## src/rtl/dmem_arbiter.sv

```systemverilog
// Arbitrates the single-port data memory between the CPU load/store path and the IO writer.
// CPU wins by default; an IO wait counter forces an IO grant after MAX_WAIT denied cycles.
module dmem_arbiter #(
    parameter int ADDR_W   = 64,
    parameter int DATA_W   = 64,
    parameter int MAX_WAIT = 4
) (
    input  logic              clk,
    input  logic              reset,
    input  logic              cpu_req,
    input  logic              cpu_we,
    input  logic [ADDR_W-1:0] cpu_addr,
    input  logic [DATA_W-1:0] cpu_wdata,
    output logic              cpu_gnt,
    output logic              cpu_stall,
    output logic              cpu_rvalid,
    output logic [DATA_W-1:0] cpu_rdata,
    input  logic              io_req,
    input  logic              io_we,
    input  logic [ADDR_W-1:0] io_addr,
    input  logic [DATA_W-1:0] io_wdata,
    output logic              io_gnt,
    output logic              io_rvalid,
    output logic [DATA_W-1:0] io_rdata,
    output logic              mem_en,
    output logic              mem_we,
    output logic [ADDR_W-1:0] mem_addr,
    output logic [DATA_W-1:0] mem_wdata,
    input  logic [DATA_W-1:0] mem_rdata
);

    localparam logic [3:0] MAX_WAIT_C = 4'(MAX_WAIT);

    logic [3:0]        r_wait_cnt;
    logic              r_io_prio;
    logic              r_rd_pend;
    logic              r_rd_owner;
    logic [DATA_W-1:0] r_cpu_rdata;
    logic [DATA_W-1:0] r_io_rdata;
    logic              w_cpu_gnt;
    logic              w_io_gnt;
    logic              w_cpu_rvalid;
    logic              w_io_rvalid;

    // Grant selection; depends only on requests and the registered priority flag
    always_comb begin
        w_cpu_gnt = 1'b0;
        w_io_gnt  = 1'b0;
        if (!reset) begin
            w_cpu_gnt = 1'b0;
            w_io_gnt  = 1'b0;
        end else if (r_io_prio && io_req) begin
            w_io_gnt = 1'b1;
        end else if (cpu_req) begin
            w_cpu_gnt = 1'b1;
        end else if (io_req) begin
            w_io_gnt = 1'b1;
        end else begin
            w_cpu_gnt = 1'b0;
            w_io_gnt  = 1'b0;
        end
    end

    // Memory port mux from the granted requester, zeros when idle
    always_comb begin
        mem_we    = 1'b0;
        mem_addr  = {ADDR_W{1'b0}};
        mem_wdata = {DATA_W{1'b0}};
        case ({w_io_gnt, w_cpu_gnt})
            2'b01: begin
                mem_we    = cpu_we;
                mem_addr  = cpu_addr;
                mem_wdata = cpu_wdata;
            end
            2'b10: begin
                mem_we    = io_we;
                mem_addr  = io_addr;
                mem_wdata = io_wdata;
            end
            default: begin
                mem_we    = 1'b0;
                mem_addr  = {ADDR_W{1'b0}};
                mem_wdata = {DATA_W{1'b0}};
            end
        endcase
    end

    assign cpu_gnt   = w_cpu_gnt;
    assign io_gnt    = w_io_gnt;
    assign mem_en    = w_cpu_gnt | w_io_gnt;
    assign cpu_stall = reset & cpu_req & ~w_cpu_gnt;

    // IO wait counter and forced-priority flag
    always_ff @(posedge clk or negedge reset) begin
        if (!reset) begin
            r_wait_cnt <= 4'd0;
            r_io_prio  <= 1'b0;
        end else if (w_io_gnt) begin
            r_wait_cnt <= 4'd0;
            r_io_prio  <= 1'b0;
        end else if (!io_req) begin
            r_wait_cnt <= 4'd0;
            r_io_prio  <= 1'b0;
        end else begin
            r_wait_cnt <= (r_wait_cnt == MAX_WAIT_C) ? r_wait_cnt : r_wait_cnt + 4'd1;
            r_io_prio  <= r_io_prio | (r_wait_cnt == MAX_WAIT_C);
        end
    end

    // Read-return tracking: remembers which requester owns the data arriving next cycle
    always_ff @(posedge clk or negedge reset) begin
        if (!reset) begin
            r_rd_pend  <= 1'b0;
            r_rd_owner <= 1'b0;
        end else if (mem_en && !mem_we) begin
            r_rd_pend  <= 1'b1;
            r_rd_owner <= w_io_gnt;
        end else begin
            r_rd_pend  <= 1'b0;
            r_rd_owner <= r_rd_owner;
        end
    end

    assign w_cpu_rvalid = r_rd_pend & ~r_rd_owner;
    assign w_io_rvalid  = r_rd_pend & r_rd_owner;

    // Hold registers keep the last returned word visible while rvalid is low
    always_ff @(posedge clk or negedge reset) begin
        if (!reset) begin
            r_cpu_rdata <= {DATA_W{1'b0}};
            r_io_rdata  <= {DATA_W{1'b0}};
        end else begin
            r_cpu_rdata <= w_cpu_rvalid ? mem_rdata : r_cpu_rdata;
            r_io_rdata  <= w_io_rvalid  ? mem_rdata : r_io_rdata;
        end
    end

    assign cpu_rvalid = w_cpu_rvalid;
    assign io_rvalid  = w_io_rvalid;
    assign cpu_rdata  = w_cpu_rvalid ? mem_rdata : r_cpu_rdata;
    assign io_rdata   = w_io_rvalid  ? mem_rdata : r_io_rdata;

endmodule

```

## config.mk

```make
export PLATFORM = sky130hd
export DESIGN_NAME = dmem_arbiter
export DESIGN_NICKNAME = d
export VERILOG_FILES = /design/src/rtl/dmem_arbiter.sv
export SDC_FILE = /design/constraint.sdc
export NUM_CORES = 1
export LEC_CHECK = 0
export ABC_AREA = 0
export BUFFER_PORTS_ARGS = -buffer_cell sky130_fd_sc_hd__buf_2
export CAP_MARGIN = 20
export CORE_AREA = 2 2 227 229
export DETAILED_ROUTE_END_ITERATION = 8
export DIE_AREA = 0 0 229 231
export GPL_ROUTABILITY_DRIVEN = 0
export GPL_TIMING_DRIVEN = 0
export SYNTH_ARGS = -nofsm -noshare
export SYNTH_HDL_FRONTEND = slang
export SYNTH_SLANG_ARGS = --single-unit
```

## constraint.sdc

```tcl
create_clock -name clk -period 3.9 [get_ports clk]
set_input_delay 0.195 -clock clk [delete_from_list [all_inputs] [get_ports clk]]
set_output_delay 0.195 -clock clk [all_outputs]
set_load 0.01 [all_outputs]
```

==> qor.yml <==
outcome:
  outcome: "completed"
worst_setup_path:
  crit_path_start_kind: "input pin"
  cpMostUsedCell: "buf_2"
  path_cells: "dlygate4sd3_1, buf_6, buf_16, nand2_1, a21oi_1, inv_1, ha_1, buf_2, buf_2, a22oi_1, nor2_1, buf_2"
  path_max_fanout: 81
  end_kind: "output port"
  max_stage_delay_ps: 550
  path_class: "input pin to output port"
  cp_data_required_time_ps: 3700
  arrival_ps: 3300
  crit_slowest_cell: "dlygate4sd3_1"
clock_tree:
  cts.clk_slew.worst_paths_ps: 60
  cts_buffers: 17
  worstSkewPairLatency_ps: 430
  cts_setup_buffers: 0
  htreeDepth: 4
  ctsLongestPathBuffers: 2
  clkSinkCount: 135
  ctsResizeCount: 0
  cts_tree: "built"
  cts_root_buffer: "clkbuf_16"
finish:
  drive_gt1_share_pct: 58.8
  final-seq-area_um2: 3380
  multiInputGateArea_um2: 3100
  final_cell_count_no_fill: 1945
  final_nets: 1574
  area_growth_pct: 67.2
  fillers: 5612
synth:
  netlist_area_um2: 6840
  ys_seq_elements: 135
  avgSynthCellArea_um2: 11.1
  yosys_warnings: 0
  synth.distinct_cells: 22
  ys_async_sr_fraction_pct: 100
  synth_edf_count: 0
  synth.top_cell.area_share_pct: 49.4
  synth_top_cell_by_area: "dfrtp_1"
  seq_area_frac_synth_pct: 49.4
  synth_commonest_cells: "135 x dfrtp_1, 135 x nor2_1, 129 x a22oi_1, 72 x mux2_2, 57 x mux2_1"
  synthFlopType: "dfrtp_1"
  synth_area_leaders: "dfrtp_1 49%, a22oi_1 14%, mux2_2 12%"
  synthesis.instances: 617
  synth_nets: 948
placement:
  portBuffers: 588
  dpl.cell_count: 1886
  dp_slack_ps: 503
  hpwl_mm: 36.3
drt:
  dr.pass1.iters: 5
  vias: 7811
  antenna_left: 0
  via_per_inst: 4.02
  wl_per_cell_um: 21.6
  drt-total-wl_mm: 42.1
  drt_iter0_drc: 456
  drc_errors: 0
power:
  power.total_mw: 5.41
  p_leak_nw: 5.72
  pwr_density_cell_nw_per_um2: 473
  ir_worst_vdd_mv: 0.232
grt:
  grt_pass1_vias: 7679
  grt_pass1_wl_mm: 56.4
  grt_usage_pct: 15.1
  antenna_found_initial: 27
  grt_remaining_overflow: 0
  grt_max_degree: 82
floorplanning:
  die-area_um2: 52900
  num_io_pins: 589
  start_util_pct: 13.5
  die-height_um: 231
  rows: 83
  die_w_um: 229
  coreArea_um2: 50700
timing:
  final_max_slew_viol_count: 0
  worst_pin_slew_ps: 660
  finClkSkew_ps: 14.7
  grt_setup_unrepaired: "no"
  finalSetupViolCount: 0
  relSlewSlack_pct: 56.0
  period_share_pct: 89.6
  fmax_mhz: 286
  whs_ps: 26.6
  final_hold_viol_count: 0
  setup_ws_ps: 405
  fin_crit_ps: 3500
job:
  cap_violations: 0
min_path:
  hold_path_class: "input pin to flop"
-- flip-flops by register name, indices dropped and copies added, names as in the netlist --
| register | flops |
|---|---|
| r_cpu_rdata | 64 |
| r_wait_cnt | 4 |
| r_rd_owner | 1 |
| r_rd_pend | 1 |
| r_io_prio | 1 |
| r_io_rdata | 64 |
-- worst paths after layout --
path                                startpoint               to  slack (ps)  depth (start not counted)
worst max-delay path                     reset     mem_addr[44]         400                         12
worst min-delay path             mem_rdata[39]   r_io_rdata[39]          30                          2
worst max register to register       r_io_prio       r_rd_owner        1690                          7
worst min register to register  r_io_rdata[32]   r_io_rdata[32]         480                          1
max in group asynchronous                reset  r_cpu_rdata[29]        3180                          3
min in group asynchronous                reset   r_io_rdata[49]         330                          3
-- routing by layer --
metal / wire (µm) / track usage (%) / up-vias
met1: 15300 / 16.4 / 3766
met3: 3340 / 4.17 / 79
li1: - / - / 3475
met4: 1310 / 5.72 / 20
met2: 22000 / 27.6 / 471
met5: 127 / 0 / -
-- critical path, delay by kind of cell --
kind | cells | cell delay, ps
buffers and inverters | 7 | 1760
AND/OR/NAND/NOR | 2 | 230
AO/OA/AOI/OAI | 2 | 760
adder cells (fa/ha/maj) | 1 | 290
-- through the flow --
| stage | area [µm²] | TNS, ps | utilization, % |
|---|---|---|---|
| 6_report | 11400 | 0 | 22.6 |
| 3_5_place_dp | 10700 | 0 | 21.0 |
| 5_1_grt | 11400 | 0 | 22.6 |
| 4_1_cts | 11400 | 0 | 22.5 |
| 2_1_floorplan | 6840 | 0 | - |
| 3_3_place_gp | 10600 | -122540 | 21.0 |
-- report_power, final --
| part | leakage (nW) | internal [mW] | switching, mW |
|---|---|---|---|
| Combinational | 3.87 | 0.859 | 1.08 |
| Clock | 0.261 | 0.853 | 0.659 |
| Sequential | 1.59 | 1.85 | 0.108 |
| Total | 5.72 | 3.56 | 1.84 |
-- area by class of cell --
type                       count  area share, %
antenna                        9          0.197
buffer                        56           2.83
clock buffer                  20           3.99
clock inverter                12          0.799
inverter                      10          0.328
multi-input combinational    416           27.1
sequential                   135           29.5
tap                          680           7.44
timing repair buffer         607           27.8
-- placed cells by master, fill, tap and decap left out, types with 5 or more instances in the layout --
cell type,count
buf_6,8
clkbuf_16,17
mux2_2,72
inv_1,10
ha_1,5
mux2_1,57
diode_2,9
dlygate4sd3_1,17
a22oi_1,129
dfrtp_1,135
clkbuf_1,11
nor2_1,135
buf_2,618
buf_4,6
-- timing repair --
action,in CTS,in global routing
hold endpoints to repair,78,0
hold buffers,18,0
endpoints found under the setup margin,0,0
-- kinds of logic after synthesis --
kind of cell    count (synthesis)  synth area share [%]
simple gates                  145                  8.14
flops                         135                  49.4
compound gates                134                  14.6
mux                           131                  21.5
buf+inv                        66                  5.29
fa+ha+maj                       5                 0.915
xor+xnor                        1                 0.128
Note: power is estimated with default switching activity, not from simulation.
